[src/rtl/spi_rom_pkg.sv]
// Shared types and constants for the SPI flash ROM scheduler.
// Contents: sequencer state enum, READ command opcode, address and preamble lengths.
package spi_rom_pkg;

   typedef enum logic [2:0] {
      StIdle,
      StCmd,
      StAddr,
      StData,
      StGap
   } state_e;

   localparam logic [7:0]  SPI_CMD_READ = 8'h03;
   localparam int unsigned SPI_ADDR_LEN = 24;
   // Command byte plus 24-bit address, shifted out as one word.
   localparam int unsigned PREAMBLE_LEN = 32;

endpackage

[src/rtl/spi_rom_rr_arb.sv]
// Two-way round-robin arbiter with a last-grant pointer.
// Ports:
//   clk, reset_n : clock, synchronous active-low reset
//   req[1:0]     : request per channel
//   en           : grants are only issued while en is high
//   gnt[1:0]     : one-hot combinational grant
//   gnt_ch       : index of the granted channel (0 when nothing is granted)
module spi_rom_rr_arb
   import spi_rom_pkg::*;
(
   input  logic       clk,
   input  logic       reset_n,
   input  logic [1:0] req,
   input  logic       en,
   output logic [1:0] gnt,
   output logic       gnt_ch
);

   logic last_q;

   always_comb begin
      gnt    = 2'b00;
      gnt_ch = 1'b0;
      if (en && (req != 2'b00)) begin
         // On a tie the channel that was not granted last wins.
         gnt_ch = (req == 2'b11) ? ~last_q : req[1];
         gnt    = gnt_ch ? 2'b10 : 2'b01;
      end
   end

   // Pointer starts at 1 so channel 0 wins the first tie.
   always_ff @(posedge clk) begin
      if (!reset_n) begin
         last_q <= 1'b1;
      end else if (gnt != 2'b00) begin
         last_q <= gnt_ch;
      end
   end

endmodule

[src/rtl/spi_rom_sched.sv]
// Scheduler and sequencer for the shared SPI flash ROM. Arbitrates two fetch
// channels and runs one READ transaction (command, 24-bit address, N bytes) per grant.
// Ports:
//   clk, reset_n           : clock, synchronous active-low reset
//   chN_req/addr/len       : request, start address, byte count (0 = 256)
//   chN_ack, chN_done      : grant pulse, last-byte pulse
//   rd_data/rd_valid/rd_ch : tagged received byte stream
//   busy                   : sequencer not idle
//   spi_cs (active high), spi_sclk (= ~clk), spi_mosi, spi_miso : flash pins
module spi_rom_sched
   import spi_rom_pkg::*;
#(
   parameter logic [7:0]  SPI_CMD    = SPI_CMD_READ,
   parameter int unsigned GAP_CYCLES = 2
) (
   input  logic        clk,
   input  logic        reset_n,
   input  logic        ch0_req,
   input  logic [23:0] ch0_addr,
   input  logic [7:0]  ch0_len,
   output logic        ch0_ack,
   output logic        ch0_done,
   input  logic        ch1_req,
   input  logic [23:0] ch1_addr,
   input  logic [7:0]  ch1_len,
   output logic        ch1_ack,
   output logic        ch1_done,
   output logic [7:0]  rd_data,
   output logic        rd_valid,
   output logic        rd_ch,
   output logic        busy,
   output logic        spi_cs,
   output logic        spi_sclk,
   output logic        spi_mosi,
   input  logic        spi_miso
);

   state_e                  state_q, state_d;
   logic [8:0]              bit_cnt_q;
   logic [8:0]              bytes_left_q;
   logic [PREAMBLE_LEN-1:0] pre_sreg_q;
   logic [6:0]              byte_sreg_q;
   logic                    ch_q;
   logic                    miso_q;
   logic [7:0]              rd_data_q;
   logic                    rd_valid_q, rd_ch_q, done0_q, done1_q;

   logic [1:0] gnt;
   logic       gnt_ch, grant_en;
   logic       phase_end, byte_end;
   logic [7:0] len_sel;

   spi_rom_rr_arb u_arb (
      .clk     (clk),
      .reset_n (reset_n),
      .req     ({ch1_req, ch0_req}),
      .en      (grant_en),
      .gnt     (gnt),
      .gnt_ch  (gnt_ch)
   );

   assign spi_sclk = ~clk;

   // Only negedge flop: samples MISO on the rising edge of spi_sclk.
   always_ff @(negedge clk) begin
      if (!reset_n) begin
         miso_q <= 1'b0;
      end else begin
         miso_q <= spi_miso;
      end
   end

   // Bit counter wraps freely in DATA; only its low 3 bits matter there.
   always_comb begin
      byte_end  = (state_q == StData) && (bit_cnt_q[2:0] == 3'd7);
      phase_end = 1'b0;
      case (state_q)
         StCmd:   phase_end = (bit_cnt_q == 9'd7);
         StAddr:  phase_end = (bit_cnt_q == 9'(SPI_ADDR_LEN - 1));
         StData:  phase_end = byte_end && (bytes_left_q == 9'd1);
         StGap:   phase_end = (bit_cnt_q == 9'(GAP_CYCLES - 1));
         default: phase_end = 1'b0;
      endcase
   end

   // State register.
   always_ff @(posedge clk) begin
      if (!reset_n) begin
         state_q <= StIdle;
      end else begin
         state_q <= state_d;
      end
   end

   // Next-state logic.
   always_comb begin
      state_d = state_q;
      case (state_q)
         StIdle:  if (gnt != 2'b00) state_d = StCmd;
         StCmd:   if (phase_end) state_d = StAddr;
         StAddr:  if (phase_end) state_d = StData;
         StData:  if (phase_end) state_d = StGap;
         StGap:   if (phase_end) state_d = StIdle;
         default: state_d = StIdle;
      endcase
   end

   // Output logic.
   always_comb begin
      busy     = (state_q != StIdle);
      spi_cs   = (state_q == StCmd) || (state_q == StAddr) || (state_q == StData);
      spi_mosi = ((state_q == StCmd) || (state_q == StAddr)) ? pre_sreg_q[PREAMBLE_LEN-1] : 1'b0;
      // Gating with reset_n keeps a grant from pulsing while the state cannot advance.
      grant_en = (state_q == StIdle) && reset_n;
      ch0_ack  = gnt[0];
      ch1_ack  = gnt[1];
      rd_data  = rd_data_q;
      rd_valid = rd_valid_q;
      rd_ch    = rd_ch_q;
      ch0_done = done0_q;
      ch1_done = done1_q;
   end

   assign len_sel = gnt_ch ? ch1_len : ch0_len;

   // Datapath: counters, shifters and registered byte stream.
   always_ff @(posedge clk) begin
      if (!reset_n) begin
         bit_cnt_q    <= '0;
         bytes_left_q <= '0;
         pre_sreg_q   <= '0;
         byte_sreg_q  <= '0;
         ch_q         <= 1'b0;
         rd_data_q    <= '0;
         rd_valid_q   <= 1'b0;
         rd_ch_q      <= 1'b0;
         done0_q      <= 1'b0;
         done1_q      <= 1'b0;
      end else begin
         if (state_d != state_q) begin
            bit_cnt_q <= '0;
         end else if (state_q != StIdle) begin
            bit_cnt_q <= bit_cnt_q + 9'd1;
         end

         if (gnt != 2'b00) begin
            pre_sreg_q   <= {SPI_CMD, gnt_ch ? ch1_addr : ch0_addr};
            bytes_left_q <= (len_sel == 8'd0) ? 9'd256 : {1'b0, len_sel};
            ch_q         <= gnt_ch;
         end else if ((state_q == StCmd) || (state_q == StAddr)) begin
            pre_sreg_q <= {pre_sreg_q[PREAMBLE_LEN-2:0], 1'b0};
         end

         if (state_q == StData) begin
            byte_sreg_q <= {byte_sreg_q[5:0], miso_q};
         end
         if (byte_end) begin
            bytes_left_q <= bytes_left_q - 9'd1;
            rd_data_q    <= {byte_sreg_q, miso_q};
            rd_ch_q      <= ch_q;
         end

         rd_valid_q <= byte_end;
         done0_q    <= byte_end && (bytes_left_q == 9'd1) && !ch_q;
         done1_q    <= byte_end && (bytes_left_q == 9'd1) && ch_q;
      end
   end

endmodule

[config.mk]
export PLATFORM = sky130hd
export DESIGN_NAME = spi_rom_sched
export DESIGN_NICKNAME = d
export VERILOG_FILES = /design/src/rtl/spi_rom_pkg.sv /design/src/rtl/spi_rom_rr_arb.sv /design/src/rtl/spi_rom_sched.sv
export SDC_FILE = /design/constraint.sdc
export NUM_CORES = 1
export LEC_CHECK = 0
export ABC_AREA = 1
export CAP_MARGIN = 10
export CELL_PAD_IN_SITES_DETAIL_PLACEMENT = 1
export CELL_PAD_IN_SITES_GLOBAL_PLACEMENT = 2
export CORE_UTILIZATION = 30
export CTS_CLUSTER_SIZE = 16
export DETAILED_ROUTE_END_ITERATION = 16
export PLACE_DENSITY_LB_ADDON = 0.1
export REMOVE_ABC_BUFFERS = 1
export SETUP_SLACK_MARGIN = 0.1
export SLEW_MARGIN = 0
export SYNTH_ARGS = -nofsm -noshare
export SYNTH_HDL_FRONTEND = slang
export SYNTH_SLANG_ARGS = --single-unit
[constraint.sdc]
create_clock -name clk -period 2.87 [get_ports clk]
set_input_delay 0.7175 -clock clk [delete_from_list [all_inputs] [get_ports clk]]
set_output_delay 0.7175 -clock clk [all_outputs]
set_load 0.01 [all_outputs]
======== Word-level counts from Yosys, hierarchy flattened ========
Index checks and enable logic that the tools add are counted.
word-level totals
  register bits after elaboration ......... 75
  input port bits ......................... 69
  output and inout port bits .............. 18
  logic and storage cells ................. 67
cells by class
  add/sub/neg operators ................... 2
  equality and inequality tests ........... 11
  mux-type cells .......................... 19
  bitwise operators ....................... 3
  reduce and logical (&&, ||, !) cells .... 18
operators with widths
  kind                   count
  $mux W26               2
  $mux W9                3
  $mux W24               1
  $eq A9 B1 Y1 const B   2
  $mux W3                5
  $pmux W3 S5            1
  $add A9 B1 Y9 const B  1
  $eq A9 B3 Y1 const B   1
  $eq A9 B5 Y1 const B   1
  $sub A9 B1 Y9 const B  1
  $logic_not A8 Y1       1
  $mux W8                1
  $reduce_bool A2 Y1     4
  $eq A3 B2 Y1 const B   2
  $eq A3 B3 Y1 const B   2
  $logic_and A1 B1 Y1    6
  $mux W2                2
  $pmux W1 S4            1
  $reduce_or A2 Y1       2
  $eq A3 B1 Y1 const B   1
  $logic_not A3 Y1       1
  $mux W1                3
  $ne A3 B3 Y1           1
  $not A1 Y1             3
  4 further kinds        5

======== Depth between registers and ports, before layout ========
Gate-level depths: netlist of the first run.
  word-level depth ........................ 9
  gate-level depth with buffers ........... 13
  gate-level depth less buffers ........... 12

======== Modules after synthesis ========
Synthesis of the first run repeated with hierarchy kept, for this count alone.
unflattened totals
  cells, all modules ...................... 523
  area, all modules ....................... 3686.0 um2
by module, submodules not included
  module          instances  cells each  area an instance (um2)  seq. area each (um2)
  spi_rom_sched   1          514         3623.5                  1481.4
  spi_rom_rr_arb  1          9           62.6                    20.0

==> impl_metrics.csv, run 1 <==
group,metric,value,unit
die,vertical_die_dimension,112,um
synth,synthesis.yosys.warnings,0,
synth,yosysTopAreaCell,"sky130_fd_sc_hd__dfxtp_1",
route,detail_route.vias_per_cell,4.89,
grt,antenna_found_initial,0,
synth,synth_edf_count,0,
place,placed_area,4650,sq um
power,ir_worst_vdd,0.292,mV
min_path,hold_path_startpoint,"ch_q",
timing,setup_repair_after_global_routing_missed_its_margin,"yes",
clock_network,cts_bufs_inserted,9,
place,placedCellCount,705,
timing,fin_setup_tns,0,ns
die,coreArea,11700,sq um
route,routedWlPerCell,14.3,um
power,power.combinational.fraction,14.2,%
place,detailed_place_hpwl,7490,um
power,netSwitchingFraction,25.2,%
timing,setup_ws,0.100,ns
die,dieWidth,112,um
synth,post_synth_arst_share,0,%
power,overall_power_consumption,2.79,mW
die,floorplan.initialDensity,31.3,%
timing,final.hold.worst_slack,0.418,ns
synth,synth.cells.most_frequent,"105 x sky130_fd_sc_hd__nand2_1, 75 x sky130_fd_sc_hd__dfxtp_1, 61 x sky130_fd_sc_hd__o21ai_0",
power,cell_internal_pwr,2.08,mW
route,routed_wirelength,10400,um
min_path,worst_hold_path.endpoint,"ch0_done",
setup_path,setup.worst_path.class,"clk -> out",
setup_path,worst-r2r-cell-count,2,
place,dpl_worst_slack,-0.0172,ns
clock_network,worst_skew_pair.late_latency,0.39,ns
min_path,worst_hold_depth,1,
grt,grt_pass1_wl,17600,um
synth,synth_seq_cells,75,
setup_path,worst_r2r_endpoint,"byte_sreg_q[0]",
run,drv.max_cap_violation_count,0,
power,power_density,560,nW/um^2
synth,proportion_of_synthesized_chip_area_in_sequential_cells,41.1,%
setup_path,critPathTopFamily,"buffers and inverters",
setup_path,timing.critical_path.arrival,2.05,ns
grt,total_congestion_overflow,0,
power,switchingPower,704,uW
cells_and_area,drive_above_1_share,11.9,%
synth,netlist.area_leader.share,41.1,%
route,dr.pass1.iters,4,
cells_and_area,layout.cells.non_filler,722,
clock_network,htree_num_levels,3,
setup_path,r2r_setup_slack,0.73,ns
setup_path,critical_path.most_common_cell,"sky130_fd_sc_hd__clkbuf_16",
cells_and_area,post-route-cell-area,4980,sq um
cells_and_area,final_core_utilization,42.7,%
synth,syn_area_per_cell,7.50,sq um
setup_path,worst-path-max-fanout,11,
clock_network,cts_setup_buffers,0,
clock_network,cts-root-buf,"sky130_fd_sc_hd__clkbuf_16",
run_status,outcome,"complete, no violations",
die,fp-row-count,39,
clock_network,tritoncts,"yes",
power,pwr-share-seq,40.5,%
setup_path,cp-end-kind,"output pin",
timing,hold_viol,0,
cells_and_area,area_delta_synth_final,36.4,%
power,leakage,1.95,nW
synth,synth_area_leaders,"sky130_fd_sc_hd__dfxtp_1 41%, sky130_fd_sc_hd__nand2_1 11%, sky130_fd_sc_hd__o21ai_0 8.4%",
synth,post_synth_num_cell_types,41,
synth,synthMostInstantiatedCell,"sky130_fd_sc_hd__nand2_1",
timing,timing.final.setup_violations,0,
die,floorplan.io_pins,87,
power,power.share.clock,45.3,%
synth,synth_cells,487,
setup_path,critical_path.startpoint_type,"clock port",
cells_and_area,num_antenna_cells,0,
place,portBuffers,86,
route,first_iter_violations,119,
clock_network,cts_max_path_buffers,2,
grt,grt_util_all_layers,17.8,%
setup_path,worst_path_max_delay_cell,"sky130_fd_sc_hd__clkdlybuf4s15_1",
die,die_area,12600,sq um
clock_network,cts-hold-fix-buffers,0,
setup_path,crit_chain,"clkbuf_16 -> clkbuf_16 -> inv_1 -> clkdlybuf4s15_1",
place,gp_congestion,0.755,
timing,drv_slew,0,
timing,relSlewSlack,69.5,%
synth,post_synth_instance_area,3650,sq um
synth,synth_flop_cell,"sky130_fd_sc_hd__dfxtp_1",
setup_path,required,2.15,ns
route,dr_total_vias,3530,
setup_path,crit_path_max_incr_delay,0.23,ns
grt,number_of_global_route_vias_before_repair,3596,
grt,grt_max_degree,48,
route,route.detailed.drc,0,
min_path,holdCritPathClass,"reg -> reg",
clock_network,cts_repair_resize_count,3,
route,ant_nets,0,
clock_network,cts.clk_slew.worst_paths,0.06,ns
setup_path,worstPathBufferInverterCount,4,
setup_path,r2r_start,"miso_q",
timing,final.setup_skew,0.0511,ns
cells_and_area,finalNetCount,647,
timing,worst_slew_pin_slew,0.458,ns
kinds of logic after synthesis:
family,share of synthesized area (%)
buffers and inverters,7.67
XOR/XNOR,1.92
adder cells (fa/ha/maj),1.37
flip-flops,41.1
AND/OR/NAND/NOR,26.8
AO/OA/AOI/OAI,21.1
power groups by stage:
stage          logic, mW  registers, mW  clock network, mW
2_1_floorplan      0.209           1.14             0.0158
3_3_place_gp       0.397           1.15             0.0425
3_5_place_dp       0.402           1.15             0.0425
4_1_cts            0.403           1.13               1.30
5_1_grt            0.447           1.14               1.35
6_report           0.395           1.13               1.26
worst max-delay path by stage:
stage	from	to	slack, ns	cells after the start
3_3_place_gp	ch1_req	ch0_ack	-0.007	7
2_1_floorplan	reset_n	miso_q	0.54	2
6_report	clk	spi_sclk	0.10	4
4_1_cts	clk	spi_sclk	0.05	4
5_1_grt	clk	spi_sclk	0.07	4
3_5_place_dp	ch1_req	ch0_ack	-0.02	7
registers in the layout (all words and copies together), names as in the netlist:
register	cells
rd_ch	1
u_arb.last_q	1
rd_data	8
bytes_left_q	9
bit_cnt_q	9
rd_valid	1
ch_q	1
state_q	3
byte_sreg_q	7
miso_q	1
ch0_done	1
pre_sreg_q	32
ch1_done	1
placed cells by master (no fill, tap or decap), types with 3 or more instances in the layout:
cell type                         Yosys  layout
sky130_fd_sc_hd__nand2_4              4       4
sky130_fd_sc_hd__nor2_8               4       4
sky130_fd_sc_hd__clkbuf_8             0       3
sky130_fd_sc_hd__xor2_1               5       5
sky130_fd_sc_hd__nand2_1            105     104
sky130_fd_sc_hd__a31oi_1             26      26
sky130_fd_sc_hd__nor3_1               3       3
sky130_fd_sc_hd__nand4_1              7       7
sky130_fd_sc_hd__nor2_1              40      40
sky130_fd_sc_hd__o21ai_0             61      61
sky130_fd_sc_hd__nand3_1             12      12
sky130_fd_sc_hd__a21oi_1             26      26
sky130_fd_sc_hd__buf_4                2      11
sky130_fd_sc_hd__o21ai_1              8       8
sky130_fd_sc_hd__o211ai_1             3       3
sky130_fd_sc_hd__clkbuf_16            0       9
sky130_fd_sc_hd__ha_1                 4       4
sky130_fd_sc_hd__a211oi_1             4       4
sky130_fd_sc_hd__dfxtp_1             75      75
sky130_fd_sc_hd__inv_2                9       9
sky130_fd_sc_hd__nand2_2              3       4
sky130_fd_sc_hd__inv_1               33      34
sky130_fd_sc_hd__nor2_2               9       9
sky130_fd_sc_hd__clkdlybuf4s50_1      0      82
sky130_fd_sc_hd__xnor2_1              3       3
routing by layer:
metal  wire, um  global-route usage (%)  part of all wire, %
met3        546                    5.67                  5.3
met5          0                       0                    0
met2       4870                    29.5                   47
met1       4830                    21.6                   47
met4        107                    6.49                  1.0
final cells by class:
| type | count | area (sq um) |
|---|---|---|
| multi-input combinational | 348 | 1870 |
| tap | 143 | 179 |
| inverter | 41 | 154 |
| timing repair buffer | 96 | 930 |
| clock inverter | 6 | 67.6 |
| sequential | 75 | 1500 |
| fill | 1432 | 6680 |
| clock buffer | 13 | 277 |
Note: power is estimated with default switching activity, not from simulation.
==> run 2: changes to the inputs <==
Settings changed: SKIP_LAST_GASP set to 1.
==> results of run 2 <==
Final layout, timing and power as in run 1 (identical DEF).
==> run 3: changes to the inputs <==
Settings changed: CORE_UTILIZATION 30 to 31, CTS_BUF_LIST set to sky130_fd_sc_hd__clkbuf_8.
==> run 3 against run 2 <==
  * Critical path depth unchanged
  * Die area down 3.2%
  * Setup slack improved by 0.070 ns
  * Via count decreased by 1.2%
  * First-iteration DRC count fell by 0.84%
  * Sequential share of layout area up 0.63 points
  * Count of clock-buffer cells in the layout down 3
  * Design area decreased by 1.9%
  * Largest cell class unchanged
  * Highest routed layer unchanged
==> impl_metrics.csv, run 3 (same netlist as run 1, synthesis figures left out) <==
group,metric,value,unit
clock_network,cts_setup_buffers,0,
timing,timing.final.setup_violations,0,
cells_and_area,finalNetCount,644,
clock_network,cts_bufs_inserted,9,
die,vertical_die_dimension,111,um
setup_path,worst_path_max_delay_cell,"sky130_fd_sc_hd__clkdlybuf4s50_1",
timing,post-route-period-util,94.1,%
clock_network,cts-hold-fix-buffers,0,
setup_path,cp-end-kind,"output pin",
route,first_iter_violations,118,
clock_network,htree_num_levels,3,
timing,final.setup_skew,0.0342,ns
route,route.detailed.drc,0,
cells_and_area,drive_above_1_share,11.8,%
setup_path,setup.worst_path.class,"in -> out",
clock_network,tritoncts,"yes",
cells_and_area,num_antenna_cells,0,
setup_path,critical_path.most_common_cell,"sky130_fd_sc_hd__clkdlybuf4s50_1",
clock_network,worst_skew_pair.late_latency,0.39,ns
setup_path,required,2.15,ns
clock_network,cts.clk_slew.worst_paths,0.08,ns
grt,number_of_global_route_vias_before_repair,3787,
cells_and_area,largest_reg_flops,32,
power,ir_worst_vdd,0.256,mV
setup_path,worst-path-max-fanout,2,
clock_network,cts-root-buf,"sky130_fd_sc_hd__clkbuf_8",
run_status,outcome,"complete, no violations",
grt,grt_util_all_layers,17.8,%
place,gp_congestion,0.780,
setup_path,worstPathBufferInverterCount,2,
setup_path,critical_path.startpoint_type,"primary input",
cells_and_area,area_delta_synth_final,33.8,%
timing,maxClockFrequency,0.370,GHz
min_path,worst_hold_depth,1,
setup_path,critPathTopFamily,"buffers and inverters",
run,drv.max_cap_violation_count,0,
route,routed_wirelength,10300,um
cells_and_area,top_regs,"pre_sreg_q: 32 flops, bit_cnt_q: 9 flops, bytes_left_q: 9 flops",
grt,total_congestion_overflow,0,
place,detailed_place_hpwl,7410,um
place,dpl_worst_slack,-0.0123,ns
route,dr_total_vias,3488,
grt,grt_max_degree,48,
grt,antenna_found_initial,0,
die,coreArea,11500,sq um
cells_and_area,registers.top_by_ff_count,"pre_sreg_q",
die,fp-row-count,39,
route,detail_route.vias_per_cell,4.85,
setup_path,worst-path-stages,4,
route,dr.pass1.iters,4,
power,power_density,521,nW/um^2
die,floorplan.initialDensity,31.9,%
die,die_area,12200,sq um
die,floorplan.io_pins,87,
timing,worst_slew_pin_slew,0.460,ns
route,routedWlPerCell,14.3,um
grt,grt_pass1_wl,17500,um
cells_and_area,final_core_utilization,42.6,%
cells_and_area,most-common-layout-cells,"104 x sky130_fd_sc_hd__nand2_1, 83 x sky130_fd_sc_hd__clkdlybuf4s50_1, 73 x sky130_fd_sc_hd__dfxtp_1, 61 x sky130_fd_sc_hd__o21ai_0, 40 x sky130_fd_sc_hd__nor2_1",
setup_path,crit_chain,"clkdlybuf4s50_1 -> nand2_2 -> nor2_8 -> clkdlybuf4s50_1",
route,ant_nets,0,
timing,setup_repair_after_global_routing_missed_its_margin,"no",
min_path,holdCritPathClass,"reg -> reg",
timing,drv_slew,0,
setup_path,timing.critical_path.arrival,1.98,ns
setup_path,worst-r2r-cell-count,13,
timing,hold_viol,0,
timing,setup_ws,0.170,ns
place,portBuffers,86,
clock_network,cts_max_path_buffers,2,
cells_and_area,layout_commonest_cell,"sky130_fd_sc_hd__nand2_1",
die,dieWidth,111,um
setup_path,crit_path_max_incr_delay,0.54,ns
power,leakage,1.88,nW
timing,relSlewSlack,69.3,%
place,placed_area,4640,sq um
timing,finalCriticalPeriod,2.70,ns
cells_and_area,post-route-cell-area,4890,sq um
[run 3: changes by cell type in the layout (fill, tap and decap cells not counted), moves of 2 or more]
cell | before | now
sky130_fd_sc_hd__clkbuf_16 | 9 | 0
sky130_fd_sc_hd__buf_4 | 11 | 7
sky130_fd_sc_hd__dfxtp_1 | 75 | 73
sky130_fd_sc_hd__dfxtp_2 | 0 | 2
sky130_fd_sc_hd__bufinv_16 | 1 | 3
sky130_fd_sc_hd__clkbuf_8 | 3 | 9
[run 3: layout make-up]
class | count | area, sq um
tap | 143 | 179
sequential | 75 | 1500
multi-input combinational | 348 | 1880
inverter | 41 | 154
clock buffer | 10 | 129
clock inverter | 9 | 123
timing repair buffer | 93 | 917
fill | 1415 | 6580
[run 3: per-stage QoR]
step	instances	power (mW)	hold WS (ns)	setup TNS, ns
after global placement	702	1.59	0.424	-0.00220
final	719	2.55	0.441	0
after floorplan	465	1.37	0.391	0
after detailed placement	702	1.59	0.430	-0.0123
after global routing	719	2.69	0.456	0
after CTS	719	2.60	0.443	0
[run 3: worst register-to-register path: stages (launching register included)]
cell and delay (ns):
sky130_fd_sc_hd__dfxtp_2 0.36, sky130_fd_sc_hd__inv_2 0.12, sky130_fd_sc_hd__nand2_4 0.09, sky130_fd_sc_hd__nor2_8 0.17, sky130_fd_sc_hd__nand2_8 0.10, sky130_fd_sc_hd__nor2_8 0.10, sky130_fd_sc_hd__buf_4 0.38, sky130_fd_sc_hd__inv_1 0.16
sky130_fd_sc_hd__nand2_1 0.08, sky130_fd_sc_hd__nand2_1 0.07, sky130_fd_sc_hd__nor2_1 0.15, sky130_fd_sc_hd__o21ai_0 0.11, sky130_fd_sc_hd__nand2_1 0.07, sky130_fd_sc_hd__a21oi_1 0.05
[run 3: timing repair]
action                                  CTS  global route
endpoints found under the setup margin    3             3
resized for setup                         4             4
pin swaps                                 0             0
[run 3: worst paths after layout]
check	slack [ns]	endpoint	start
max	0.17	ch1_ack	ch1_req
min	0.44	ch0_done	ch_q
max reg2reg	0.74	bytes_left_q[2]	state_q[0]
min reg2reg	0.44	ch0_done	ch_q
[run 3: layer usage]
metal	global-route usage [%]	vias to the layer above	part of all wire (%)
met1	20.9	1607	46
met5	0	-	0
met2	30.8	71	48
met3	4.12	14	4.3
met4	7.73	0	1.9
li1	-	1796	-
[run 3: power breakdown]
part / switching [mW] / leakage, nW / internal, mW
Clock: 0.435 / 0.132 / 0.587
Sequential: 0.0324 / 0.613 / 1.09
Combinational: 0.214 / 1.13 / 0.182
